$ cat src/rtl/cpu_tstate_seq_pkg.sv
// Shared definitions for the 6502 cycle sequencer: addressing-mode codes,
// index selectors, per-mode base cycle counts, opcode constants, sequencer
// state encodings and small classification helpers.
package cpu_tstate_seq_pkg;

  typedef logic [4:0] adr_mode_t;

  localparam adr_mode_t ADR_IMPL      = 5'd0;
  localparam adr_mode_t ADR_ACCUM     = 5'd1;
  localparam adr_mode_t ADR_IMM       = 5'd2;
  localparam adr_mode_t ADR_REL       = 5'd3;
  localparam adr_mode_t ADR_ZPG       = 5'd4;
  localparam adr_mode_t ADR_ZPG_RMW   = 5'd5;
  localparam adr_mode_t ADR_ZPG_X_Y   = 5'd6;
  localparam adr_mode_t ADR_ZPG_X_RMW = 5'd7;
  localparam adr_mode_t ADR_ABS       = 5'd8;
  localparam adr_mode_t ADR_ABS_RMW   = 5'd9;
  localparam adr_mode_t ADR_ABS_X_Y   = 5'd10;
  localparam adr_mode_t ADR_ABS_X_RMW = 5'd11;
  localparam adr_mode_t ADR_ABS_X_IND = 5'd12;
  localparam adr_mode_t ADR_ZPG_IND_Y = 5'd13;
  localparam adr_mode_t ADR_ABS_IND   = 5'd14;
  localparam adr_mode_t ADR_STACK_PH  = 5'd15;
  localparam adr_mode_t ADR_STACK_PL  = 5'd16;
  localparam adr_mode_t ADR_STACK_BRK = 5'd17;
  localparam adr_mode_t ADR_ABS_JSR   = 5'd18;
  localparam adr_mode_t ADR_STACK_RTI = 5'd19;
  localparam adr_mode_t ADR_STACK_RTS = 5'd20;
  localparam adr_mode_t ADR_INVAL     = 5'd21;

  localparam logic ADR_INDEX_X = 1'b0;
  localparam logic ADR_INDEX_Y = 1'b1;

  localparam logic [3:0] CYC_IMPL      = 4'd2;
  localparam logic [3:0] CYC_ZPG       = 4'd3;
  localparam logic [3:0] CYC_ZPG_RMW   = 4'd5;
  localparam logic [3:0] CYC_ZPG_X_Y   = 4'd4;
  localparam logic [3:0] CYC_ZPG_X_RMW = 4'd6;
  localparam logic [3:0] CYC_ABS       = 4'd4;
  localparam logic [3:0] CYC_JMP_ABS   = 4'd3;
  localparam logic [3:0] CYC_ABS_RMW   = 4'd6;
  localparam logic [3:0] CYC_ABS_X_Y   = 4'd4;
  localparam logic [3:0] CYC_ABS_X_RMW = 4'd7;
  localparam logic [3:0] CYC_ABS_X_IND = 4'd6;
  localparam logic [3:0] CYC_ZPG_IND_Y = 4'd5;
  localparam logic [3:0] CYC_ABS_IND   = 4'd5;
  localparam logic [3:0] CYC_STACK_PH  = 4'd3;
  localparam logic [3:0] CYC_STACK_PL  = 4'd4;
  localparam logic [3:0] CYC_STACK_BRK = 4'd7;
  localparam logic [3:0] CYC_ABS_JSR   = 4'd6;
  localparam logic [3:0] CYC_STACK_RTI = 4'd6;
  localparam logic [3:0] CYC_STACK_RTS = 4'd6;

  localparam logic [7:0] OP_BRK     = 8'h00;
  localparam logic [7:0] OP_JMP_ABS = 8'h4C;
  localparam logic [7:0] OP_NOP     = 8'hEA;
  localparam logic [7:0] OP_DEX     = 8'hCA;

  localparam logic [1:0] ST_RESET = 2'd0;
  localparam logic [1:0] ST_FETCH = 2'd1;
  localparam logic [1:0] ST_EXEC  = 2'd2;
  localparam logic [1:0] ST_JAM   = 2'd3;

  // Base length of an instruction; invalid opcodes run as a 2-cycle NOP.
  function automatic logic [3:0] base_cycles(input adr_mode_t mode, input logic [7:0] op);
    case (mode)
      ADR_ZPG:       return CYC_ZPG;
      ADR_ZPG_RMW:   return CYC_ZPG_RMW;
      ADR_ZPG_X_Y:   return CYC_ZPG_X_Y;
      ADR_ZPG_X_RMW: return CYC_ZPG_X_RMW;
      ADR_ABS:       return (op == OP_JMP_ABS) ? CYC_JMP_ABS : CYC_ABS;
      ADR_ABS_RMW:   return CYC_ABS_RMW;
      ADR_ABS_X_Y:   return CYC_ABS_X_Y;
      ADR_ABS_X_RMW: return CYC_ABS_X_RMW;
      ADR_ABS_X_IND: return CYC_ABS_X_IND;
      ADR_ZPG_IND_Y: return CYC_ZPG_IND_Y;
      ADR_ABS_IND:   return CYC_ABS_IND;
      ADR_STACK_PH:  return CYC_STACK_PH;
      ADR_STACK_PL:  return CYC_STACK_PL;
      ADR_STACK_BRK: return CYC_STACK_BRK;
      ADR_ABS_JSR:   return CYC_ABS_JSR;
      ADR_STACK_RTI: return CYC_STACK_RTI;
      ADR_STACK_RTS: return CYC_STACK_RTS;
      default:       return CYC_IMPL;
    endcase
  endfunction

  function automatic logic is_store(input logic [7:0] op);
    return (op[7:5] == 3'b100) && ((op[1:0] == 2'b01) || (op[1:0] == 2'b10));
  endfunction

  function automatic logic is_rmw(input adr_mode_t mode);
    return (mode == ADR_ZPG_RMW) || (mode == ADR_ZPG_X_RMW) ||
           (mode == ADR_ABS_RMW) || (mode == ADR_ABS_X_RMW);
  endfunction

  function automatic logic has_page_penalty(input adr_mode_t mode);
    return (mode == ADR_ABS_X_Y) || (mode == ADR_ZPG_IND_Y);
  endfunction

endpackage

$ cat src/rtl/cpu_tstate_seq_adr_decode.sv
// Combinational opcode -> addressing-mode / index-register decode for the
// documented 6502 opcode set; everything else decodes as ADR_INVAL.
module cpu_adr_decode
  import cpu_tstate_seq_pkg::*;
(
  input  logic [7:0] opcode,
  output logic [4:0] adr_mode,
  output logic       index
);

  logic [2:0] a;
  logic [2:0] b;
  logic [1:0] c;

  assign a = opcode[7:5];
  assign b = opcode[4:2];
  assign c = opcode[1:0];

  // Decode by opcode group (c), then column (b), then row (a).
  always_comb begin
    adr_mode = ADR_INVAL;
    index    = ADR_INDEX_X;
    case (c)
      2'b01: begin
        case (b)
          3'd0: adr_mode = ADR_ABS_X_IND;
          3'd1: adr_mode = ADR_ZPG;
          3'd2: adr_mode = (a == 3'd4) ? ADR_INVAL : ADR_IMM;
          3'd3: adr_mode = ADR_ABS;
          3'd4: begin adr_mode = ADR_ZPG_IND_Y; index = ADR_INDEX_Y; end
          3'd5: adr_mode = ADR_ZPG_X_Y;
          3'd6: begin adr_mode = ADR_ABS_X_Y; index = ADR_INDEX_Y; end
          default: adr_mode = ADR_ABS_X_Y;
        endcase
      end
      2'b10: begin
        if (a == 3'd4 || a == 3'd5) begin
          // STX / LDX rows index with Y rather than X
          case (b)
            3'd0: adr_mode = (a == 3'd5) ? ADR_IMM : ADR_INVAL;
            3'd1: adr_mode = ADR_ZPG;
            3'd2: adr_mode = ADR_IMPL;
            3'd3: adr_mode = ADR_ABS;
            3'd5: begin adr_mode = ADR_ZPG_X_Y; index = ADR_INDEX_Y; end
            3'd6: adr_mode = ADR_IMPL;
            3'd7: if (a == 3'd5) begin adr_mode = ADR_ABS_X_Y; index = ADR_INDEX_Y; end
            default: adr_mode = ADR_INVAL;
          endcase
        end else begin
          case (b)
            3'd1: adr_mode = ADR_ZPG_RMW;
            3'd2: adr_mode = (opcode == OP_NOP || opcode == OP_DEX) ? ADR_IMPL : ADR_ACCUM;
            3'd3: adr_mode = ADR_ABS_RMW;
            3'd5: adr_mode = ADR_ZPG_X_RMW;
            3'd7: adr_mode = ADR_ABS_X_RMW;
            default: adr_mode = ADR_INVAL;
          endcase
        end
      end
      2'b00: begin
        case (b)
          3'd0: begin
            case (a)
              3'd0: adr_mode = ADR_STACK_BRK;
              3'd1: adr_mode = ADR_ABS_JSR;
              3'd2: adr_mode = ADR_STACK_RTI;
              3'd3: adr_mode = ADR_STACK_RTS;
              3'd4: adr_mode = ADR_INVAL;
              default: adr_mode = ADR_IMM;
            endcase
          end
          3'd1: adr_mode = (a == 3'd1 || a[2]) ? ADR_ZPG : ADR_INVAL;
          3'd2: begin
            if (!a[2]) adr_mode = a[0] ? ADR_STACK_PL : ADR_STACK_PH;
            else       adr_mode = ADR_IMPL;
          end
          3'd3: begin
            case (a)
              3'd0: adr_mode = ADR_INVAL;
              3'd3: adr_mode = ADR_ABS_IND;
              default: adr_mode = ADR_ABS;
            endcase
          end
          3'd4: adr_mode = ADR_REL;
          3'd5: adr_mode = (a == 3'd4 || a == 3'd5) ? ADR_ZPG_X_Y : ADR_INVAL;
          3'd6: adr_mode = ADR_IMPL;
          default: adr_mode = (a == 3'd5) ? ADR_ABS_X_Y : ADR_INVAL;
        endcase
      end
      default: adr_mode = ADR_INVAL;
    endcase
  end

endmodule

$ cat src/rtl/cpu_tstate_seq.sv
// 6502 T-state sequencer: latches IR on sync, registers the addressing-mode
// decode and steps the T-state counter through each instruction, with a
// post-reset sequence, RDY stall and jam on invalid opcodes.
// Optional IRQ injection on the sync cycle is enabled by CPU_IRQ_INJECT_EN.
module cpu_tstate_seq #(
  parameter int T_W            = 3,
  parameter int RESET_CYCLES   = 7,
  parameter bit JAM_ON_INVALID = 1'b1
) (
  input  logic           clk,
  input  logic           rst,
  input  logic           rdy,
  input  logic [7:0]     data_in,
  input  logic           page_cross,
  input  logic           branch_taken,
  input  logic           irq_req,
  output logic [7:0]     ir,
  output logic [4:0]     adr_mode,
  output logic           index,
  output logic [T_W-1:0] tstate,
  output logic           sync,
  output logic           last_cycle,
  output logic           rmw_dummy,
  output logic           reset_seq,
  output logic           jammed,
  output logic           int_ack
);
  import cpu_tstate_seq_pkg::*;

  localparam logic [T_W-1:0] T_ONE   = T_W'(1);
  localparam logic [T_W-1:0] T_TWO   = T_W'(2);
  localparam logic [T_W-1:0] T_THREE = T_W'(3);
  localparam logic [T_W-1:0] T_RLAST = T_W'(RESET_CYCLES - 1);

  logic [1:0]     st_q, st_d;
  logic [T_W-1:0] tstate_q, tstate_d;
  logic [7:0]     ir_q, ir_d;
  logic [4:0]     adr_mode_q, adr_mode_d;
  logic           index_q, index_d;

  logic [4:0]     dec_mode;
  logic           dec_index;
  logic [T_W-1:0] base_n;
  logic           lc;
  logic           exec_last;
  logic           irq_take;

  cpu_adr_decode u_adr_decode (
    .opcode   (data_in),
    .adr_mode (dec_mode),
    .index    (dec_index)
  );

`ifdef CPU_IRQ_INJECT_EN
  assign irq_take = (st_q == ST_FETCH) && rdy && irq_req && !rst;
`else
  logic unused_irq;
  assign unused_irq = irq_req;
  assign irq_take   = 1'b0;
`endif

  // End-of-instruction detect, including page-cross and branch extensions.
  always_comb begin
    base_n = T_W'(base_cycles(adr_mode_q, ir_q));
    lc     = 1'b0;
    if (adr_mode_q == ADR_REL) begin
      lc = (tstate_q == T_ONE && !branch_taken) ||
           (tstate_q == T_TWO && !page_cross) ||
           (tstate_q == T_THREE);
    end else if (has_page_penalty(adr_mode_q)) begin
      lc = (tstate_q == base_n - T_ONE && !(is_store(ir_q) || page_cross)) ||
           (tstate_q == base_n);
    end else if (adr_mode_q == ADR_INVAL) begin
      lc = !JAM_ON_INVALID && (tstate_q == T_ONE);
    end else begin
      lc = (tstate_q == base_n - T_ONE);
    end
    exec_last = (st_q == ST_EXEC) && lc;
  end

  // Status outputs derived from the registered state.
  always_comb begin
    ir         = ir_q;
    adr_mode   = adr_mode_q;
    index      = index_q;
    tstate     = tstate_q;
    reset_seq  = rst || (st_q == ST_RESET);
    sync       = !rst && (st_q == ST_FETCH);
    jammed     = !rst && (st_q == ST_JAM);
    last_cycle = !rst && (exec_last || ((st_q == ST_RESET) && (tstate_q == T_RLAST)));
    rmw_dummy  = !rst && (st_q == ST_EXEC) && is_rmw(adr_mode_q) &&
                 (tstate_q == base_n - T_TWO);
    int_ack    = irq_take;
  end

  // Next-state logic; rdy=0 leaves everything as is.
  always_comb begin
    st_d       = st_q;
    tstate_d   = tstate_q;
    ir_d       = ir_q;
    adr_mode_d = adr_mode_q;
    index_d    = index_q;
    if (rdy) begin
      case (st_q)
        ST_RESET: begin
          if (tstate_q == T_RLAST) begin
            st_d     = ST_FETCH;
            tstate_d = '0;
          end else begin
            tstate_d = tstate_q + T_ONE;
          end
        end
        ST_FETCH: begin
          if (irq_take) begin
            ir_d       = OP_BRK;
            adr_mode_d = ADR_STACK_BRK;
            index_d    = ADR_INDEX_X;
          end else begin
            ir_d       = data_in;
            adr_mode_d = dec_mode;
            index_d    = dec_index;
          end
          st_d     = ST_EXEC;
          tstate_d = T_ONE;
        end
        ST_EXEC: begin
          if (exec_last) begin
            st_d     = ST_FETCH;
            tstate_d = '0;
          end else if (JAM_ON_INVALID && adr_mode_q == ADR_INVAL) begin
            st_d = ST_JAM;
          end else begin
            tstate_d = tstate_q + T_ONE;
          end
        end
        default: ;
      endcase
    end
  end

  // State registers with synchronous reset into the reset sequence.
  always_ff @(posedge clk) begin
    if (rst) begin
      st_q       <= ST_RESET;
      tstate_q   <= '0;
      ir_q       <= OP_BRK;
      adr_mode_q <= ADR_STACK_BRK;
      index_q    <= ADR_INDEX_X;
    end else begin
      st_q       <= st_d;
      tstate_q   <= tstate_d;
      ir_q       <= ir_d;
      adr_mode_q <= adr_mode_d;
      index_q    <= index_d;
    end
  end

endmodule

$ cat config.mk
export PLATFORM = sky130hd
export DESIGN_NAME = cpu_tstate_seq
export DESIGN_NICKNAME = d
export VERILOG_FILES = /design/src/rtl/cpu_tstate_seq_pkg.sv /design/src/rtl/cpu_tstate_seq_adr_decode.sv /design/src/rtl/cpu_tstate_seq.sv
export SDC_FILE = /design/constraint.sdc
export NUM_CORES = 1
export LEC_CHECK = 0
export CAP_MARGIN = 10
export CORE_UTILIZATION = 53
export CTS_CLUSTER_DIAMETER = 50
export CTS_CLUSTER_SIZE = 16
export DETAILED_ROUTE_END_ITERATION = 10
export PLACE_DENSITY = 0.81
export RECOVER_POWER = 25
export SETUP_SLACK_MARGIN = 0.4
export SYNTH_ARGS = -nofsm -noshare
export SYNTH_HDL_FRONTEND = slang
export SYNTH_SLANG_ARGS = --single-unit
$ cat constraint.sdc
create_clock -name clk -period 3.5 [get_ports clk]
set_input_delay 0.35 -clock clk [delete_from_list [all_inputs] [get_ports clk]]
set_output_delay 0.35 -clock clk [all_outputs]
set_load 0.01 [all_outputs]
Yosys cells after proc, flatten, opt, wreduce, memory -nomap -nowiden
Index checks and enable logic that the tools add are counted.
{"block": "word_totals", "reg_bits": 19, "input_bits": 14, "output_inout_bits": 23, "word_cells": 139}
{"block": "op_classes", "add_sub_neg": 3, "n_eq_ne": 52, "mux": 34, "reduce_logical": 45}
{"op": "one-hot mux 5 bit (6 select lines)", "count": 2}
{"op": "one-hot mux 5 bit (5 select lines)", "count": 2}
{"op": "equality test 5 x 4 -> 1 bit (second input constant)", "count": 8}
{"op": "two-way mux 5 bit", "count": 8}
{"op": "one-hot mux 5 bit (7 select lines)", "count": 1}
{"op": "equality test 5 bit (second input constant)", "count": 6}
{"op": "equality test 3 bit (second input constant)", "count": 8}
{"op": "equality test 5 x 3 -> 1 bit (second input constant)", "count": 4}
{"op": "equality test 3 x 2 -> 1 bit (second input constant)", "count": 6}
{"op": "one-hot mux 3 bit (6 select lines)", "count": 1}
{"op": "equality test 8 bit (second input constant)", "count": 2}
{"op": "one-hot mux 5 bit (3 select lines)", "count": 1}
{"op": "logical OR 1 bit", "count": 14}
{"op": "logical AND 1 bit", "count": 12}
{"op": "two-way mux 3 bit", "count": 4}
{"op": "one-hot mux 5 bit (2 select lines)", "count": 1}
{"op": "equality test 3 x 1 -> 1 bit (second input constant)", "count": 3}
{"op": "equality test 3 bit", "count": 3}
{"op": "one-hot mux 3 bit (3 select lines)", "count": 1}
{"op": "equality test 2 bit (second input constant)", "count": 4}
{"op": "equality test 8 x 7 -> 1 bit (second input constant)", "count": 1}
{"op": "OR reduction 2 bit", "count": 4}
{"op": "two-way mux 1 bit", "count": 7}
{"op": "equality test 2 x 1 -> 1 bit (second input constant)", "count": 3}
{"op": "18 further kinds", "count": 28}

Depth between registers and ports, before layout
Gate-level depths: netlist of run 1.
{"block": "depth", "depth_word": 12, "mapped_depth": 13, "depth_no_buf": 13}

Cells and area by module
Synthesis of run 1 repeated with hierarchy kept, for this count alone.
{"block": "unflattened", "cells_unflattened": 292, "area_unflattened_um2": 2164.6}
{"mod": "cpu_tstate_seq", "n_inst": 1, "cells_each": 199, "area_each_um2": 1565.3, "seq_area_each_um2": 380.4}
{"mod": "cpu_adr_decode", "n_inst": 1, "cells_each": 93, "area_each_um2": 599.3, "seq_area_each_um2": 0.0}

Least setup slack after synthesis of run 1
OpenSTA, ideal clock, no wires.
{"block": "synth_timing", "path_type": "register to output", "startpoint": "register ir_q[0], in the netlist ir[0]", "endpoint": "output last_cycle", "arrival_ns": 2.663, "path_slack_ns": 0.487, "stages_incl_launch_ff": 14, "cell_sequence": "dfxtp_1 inv_1 ha_1 nand4bb_1 or2_1 nor2b_1 or3_1 ha_1 xor2_1 o211ai_1 nor4_1 or3_1 a32oi_1 nor2_1"}
{"block": "synth_via", "elab_chain_cells": 12, "elab_cells_between_ends": 20}
{"item": "start: declaration", "line_no": "cpu_tstate_seq.sv:37", "rtl": "logic [7:0] ir_q, ir_d;"}
{"item": "start signal: assignment", "line_no": "cpu_tstate_seq.sv:152", "rtl": "ir_q <= ir_d;"}
{"item": "equality test 8 x 7 -> 1 bit, or another cell as far along", "line_no": "cpu_tstate_seq_pkg.sv:71", "rtl": "ADR_ABS: return (op == OP_JMP_ABS) ? CYC_JMP_ABS : CYC_ABS;"}
{"item": "two-way mux 3 bit or logical OR 1 bit (tied branches)", "line_no": "cpu_tstate_seq_pkg.sv:71, cpu_tstate_seq_pkg.sv:89"}
{"item": "one-hot mux 3 bit (6 select lines) or logical AND 1 bit (tied branches)", "line_no": "cpu_tstate_seq_pkg.sv:66, cpu_tstate_seq_pkg.sv:89"}
{"item": "subtractor 3 x 1 -> 3 bit or logical OR 1 bit (tied branches)", "line_no": "cpu_tstate_seq.sv:71, cpu_tstate_seq.sv:76"}
{"item": "equality test 3 bit or zero test 1 bit (tied branches)", "line_no": "cpu_tstate_seq.sv:71, cpu_tstate_seq.sv:76"}
{"item": "logical AND 1 bit", "line_no": "cpu_tstate_seq.sv:71", "rtl": "lc = (tstate_q == base_n - T_ONE && !(is_store(ir_q) || page_cross)) ||"}
{"item": "logical OR 1 bit", "line_no": "cpu_tstate_seq.sv:71"}
{"item": "two-way mux 1 bit (*)", "line_no": "cpu_tstate_seq.sv:70", "rtl": "end else if (has_page_penalty(adr_mode_q)) begin"}
{"item": "two-way mux 1 bit (*)", "line_no": "cpu_tstate_seq.sv:66", "rtl": "if (adr_mode_q == ADR_REL) begin"}
{"item": "logical AND 1 bit (*)", "line_no": "cpu_tstate_seq.sv:78", "rtl": "exec_last = (st_q == ST_EXEC) && lc;"}
{"item": "logical OR 1 bit (*)", "line_no": "cpu_tstate_seq.sv:90", "rtl": "last_cycle = !rst && (exec_last || ((st_q == ST_RESET) && (tstate_q == T_RLAST)));"}
{"item": "logical AND 1 bit (*)", "line_no": "cpu_tstate_seq.sv:90"}
{"item": "end: declaration", "line_no": "cpu_tstate_seq.sv:22", "rtl": "output logic last_cycle,"}
Mark *: on every way between the ends. The rest lies on a longest branch, timed or not.

Final worst setup path of run 1
Ends and elaborated chain as after synthesis.

==> key figures, run 1 <==
Run status
  – Status: completed

STA
  – Fin. Hold Viols: 0
  – Final setup vio count: 0
  – Tightest Pin Transition: 0.539 ns
  – Minimum clock period: 3.45 ns
  – Fin. max-slew vios: 0
  – Worst rel slew slack: 64.1%
  – Setup skew after layout: 0.00364 ns
  – RSZ-0062 raised after global routing: true
  – Setup_tns: 0 ns
  – Final worst-path cycle share: 98.6%
  – Fmax: 0.290 GHz

Yosys
  – Register area share after synthesis: 19.0%
  – Library cells used by synthesis: 64
  – EDFF count, synth: 0
  – Largest family of logic cells by synthesized area: simple AND/OR/NAND/NOR gates
  – Post-Synth XOR/XNOR Area: 3.00%
  – Synth Area in Simple Gates: 31.0%
  – Synth Area in Adders: 9.36%
  – Post-Syn Area: 2000 um^2
  – Mapped Nets: 304
  – Cell count after synthesis: 275
  – Avg Cell Area, Syn: 7.29 um^2
  – Most used DFF post-synth: dfxtp_1
  – Mux contribution to synthesized area: 0.999%
  – Synth warn: 0
  – Ys async rst share: 0%
  – Compound-Gate Fraction of Synth Area: 29.2%
  – #FFs+latches synth: 19

Floorplanning
  – Die area: 4030 um^2
  – Row Count: 21
  – Top Ports: 37
  – Core area: 3470 um^2
  – Initial core utilization: 57.8%
  – Die X: 63.5 um
  – Die Span Y: 63.5 um

Clock tree
  – CTS root buf: clkbuf_8
  – Htree depth: 1
  – Clk Latency, worst-skew pair: 0.26 ns
  – Max Root-Sink Buffers: 2
  – Cts bufs inserted: 3
  – CTS tree: built
  – Clock sinks: 19
  – CTS clk-pin slew, worst paths: 0.08 ns

Critical path
  – FF-to-FF setup slack: 0.09 ns
  – R2r endpoint: st_q[0]
  – CP Launch Type: register
  – CP max FO: 2
  – WP data arrival: 3.10 ns
  – Element type at the critical path end: output pin
  – R2R Path Start: ir[0]
  – Critical Path Start: ir[0]
  – Setup CP Type: register to output pin
  – CP endpoint: last_cycle
  – CP required: 3.15 ns
  – Reg2reg path depth: 15

Run
  – MaxCap Viol Count: 0

Place
  – Port bufs: 34
  – DP Wirelength: 3860 um
  – Post-DP Area: 2440 um^2
  – GP Congestion: 0.864

Finish
  – Most frequent cells in the layout: 33 x nand2_1, 26 x a21oi_1, 25 x nor2_1
  – Final instance area: 2590 um^2
  – Layout Area Growth over Synthesis: 29.3%
  – Layout cells sized above 1: 16.5%
  – Final nets: 345
  – ANT cells: 0
  – Fill cell count: 277
  – Most common cell after layout, fill and taps aside: nand2_1

Global routing
  – Largest net degree at the start of global routing: 27
  – Antenna violations before repair: 0
  – Remaining Overflow, GRT: 0
  – GRT Util Overall: 28.3%
  – Vias in the first global route: 1961
  – First-pass GRT wire length: 9250 um

Power
  – Max rail drop VDD: 0.000207 V
  – Power Density: 200 nW/um^2
  – Leak: 1.02 nW

Routing
  – Final wirelength: 5730 um
  – DR vias/cell: 6.12
  – TritonRoute pass-1 iters: 4
  – Routed Antenna Nets: 0
  – DR DRC count: 0
  – WL/cell: 15.9 um
  – Via count: 2211
  – Initial drt markers: 186

Hold path
  – Worst hold path class: register to register
where the power goes:
group	switching [mW]	total, mW	internal (mW)
Sequential	0.00549	0.224	0.219
Clock	0.0818	0.161	0.0793
Combinational	0.0758	0.134	0.0583
Total	0.163	0.520	0.356
critical path: stages (launching register included):
cell,delay [ns]
dfxtp_2,0.33
inv_2,0.07
ha_4,0.13
nand4bb_1,0.11
or2_1,0.24
nor2b_1,0.13
or3_1,0.34
ha_1,0.34
xor2_1,0.20
o211ai_1,0.14
nor4_2,0.30
or3_1,0.18
a32oi_1,0.06
nor2_1,0.11
buf_2,0.15
kinds of logic (layout without fill, tap and decap cells):
logic type | count (synthesis) | after routing
AO/OA/AOI/OAI | 82 | 82
XOR/XNOR | 6 | 6
adder cells (fa/ha/maj) | 15 | 15
buffers and inverters | 36 | 76
flip-flops | 19 | 19
multiplexers | 2 | 2
other | 1 | 1
AND/OR/NAND/NOR | 114 | 114
worst min-delay path by stage:
stage | endpoint | depth (start not counted) | startpoint | slack [ns]
after floorplan | index | 2 | index | 0.48
after global placement | index | 2 | index | 0.45
after detailed placement | index | 2 | index | 0.45
after CTS | index | 2 | index | 0.47
after global routing | index | 2 | index | 0.48
final | ir[4] | 2 | ir[4] | 0.47
final cells by class:
cell class	count	area, um^2	share of cell area [%]
timing repair buffer	57	518	20.0
clock inverter	1	5.00	0.193
multi-input combinational	220	1530	59.1
clock buffer	3	41.3	1.59
inverter	15	56.3	2.17
sequential	19	383	14.8
tap	46	57.6	2.22
stage by stage:
stage          util (%)  instances  hold slack (ns)  setup slack [ns]  total power [mW]
3_3_place_gp       70.4        351            0.446             0.101             0.354
5_1_grt            74.7        361            0.480           -0.0408             0.538
3_5_place_dp       70.4        351            0.452            0.0187             0.356
6_report           74.7        361            0.466            0.0491             0.520
2_1_floorplan         -        275            0.481             0.487             0.313
4_1_cts            73.1        358            0.470             0.156             0.514
state kept, by name, summed over array words and instances (netlist names):
signal	count
st_q	2
tstate	3
ir	8
index	1
adr_mode	5
timing repair:
action                     in CTS  in global routing
gates resized for setup        13                  6
setup buffers                   3                  3
hold buffers                    0                  0
setup endpoints to repair       4                  6
pin swaps                      10                  7
cells in the mapped netlist, types with 2 or more instances:
cell | count | area [um^2]
a211o_1 | 2 | 17.5
a211oi_1 | 3 | 22.5
a21o_1 | 2 | 15.0
a21oi_1 | 26 | 130
a221o_1 | 2 | 20.0
a22oi_1 | 4 | 30.0
a311oi_1 | 2 | 17.5
a31oi_1 | 3 | 18.8
and2_1 | 3 | 18.8
and3_1 | 2 | 12.5
buf_2 | 5 | 25.0
clkbuf_1 | 14 | 52.6
dfxtp_1 | 19 | 380
ha_1 | 15 | 188
inv_1 | 15 | 56.3
mux2i_1 | 2 | 20.0
nand2_1 | 33 | 124
nand2b_1 | 8 | 50.1
nand3_1 | 5 | 25.0
nand3b_1 | 5 | 37.5
nand4_1 | 2 | 12.5
nand4b_1 | 2 | 17.5
nor2_1 | 25 | 93.8
nor2b_1 | 5 | 31.3
nor3_1 | 4 | 20.0
nor4_1 | 3 | 18.8
o211ai_1 | 4 | 30.0
o21a_1 | 3 | 22.5
o21ai_0 | 9 | 45.0
o22ai_1 | 4 | 25.0
o31ai_1 | 3 | 22.5
or2_2 | 3 | 18.8
or3_1 | 3 | 18.8
or4b_4 | 2 | 27.5
xnor2_1 | 2 | 17.5
xor2_1 | 3 | 26.3
layer usage:
layer  routed length [um]  global-route usage [%]
met2                 2600                    43.8
met5                    0                       0
met3                  421                    4.17
met4                   72                    6.82
met1                 2640                    40.7
Note: power is estimated with default switching activity, not from simulation.
==> run 2, diff against run 1 <==
--- a/config.mk
+++ b/config.mk
@@ -8,7 +8,7 @@
 export CAP_MARGIN = 10
 export CORE_UTILIZATION = 53
 export CTS_CLUSTER_DIAMETER = 50
-export CTS_CLUSTER_SIZE = 16
+export CTS_CLUSTER_SIZE = 24
 export DETAILED_ROUTE_END_ITERATION = 10
 export PLACE_DENSITY = 0.81
 export RECOVER_POWER = 25
==> results of run 2 <==
Same layout as run 1: the final DEF is identical, and so are final timing and power.
==> run 3, diff against run 2 <==
--- a/config.mk
+++ b/config.mk
@@ -5,7 +5,7 @@
 export SDC_FILE = /design/constraint.sdc
 export NUM_CORES = 1
 export LEC_CHECK = 0
-export CAP_MARGIN = 10
+export CAP_MARGIN = 20
 export CORE_UTILIZATION = 53
 export CTS_CLUSTER_DIAMETER = 50
 export CTS_CLUSTER_SIZE = 24
==> results of run 3 <==
Same layout as run 1: the final DEF is identical, and so are final timing and power.
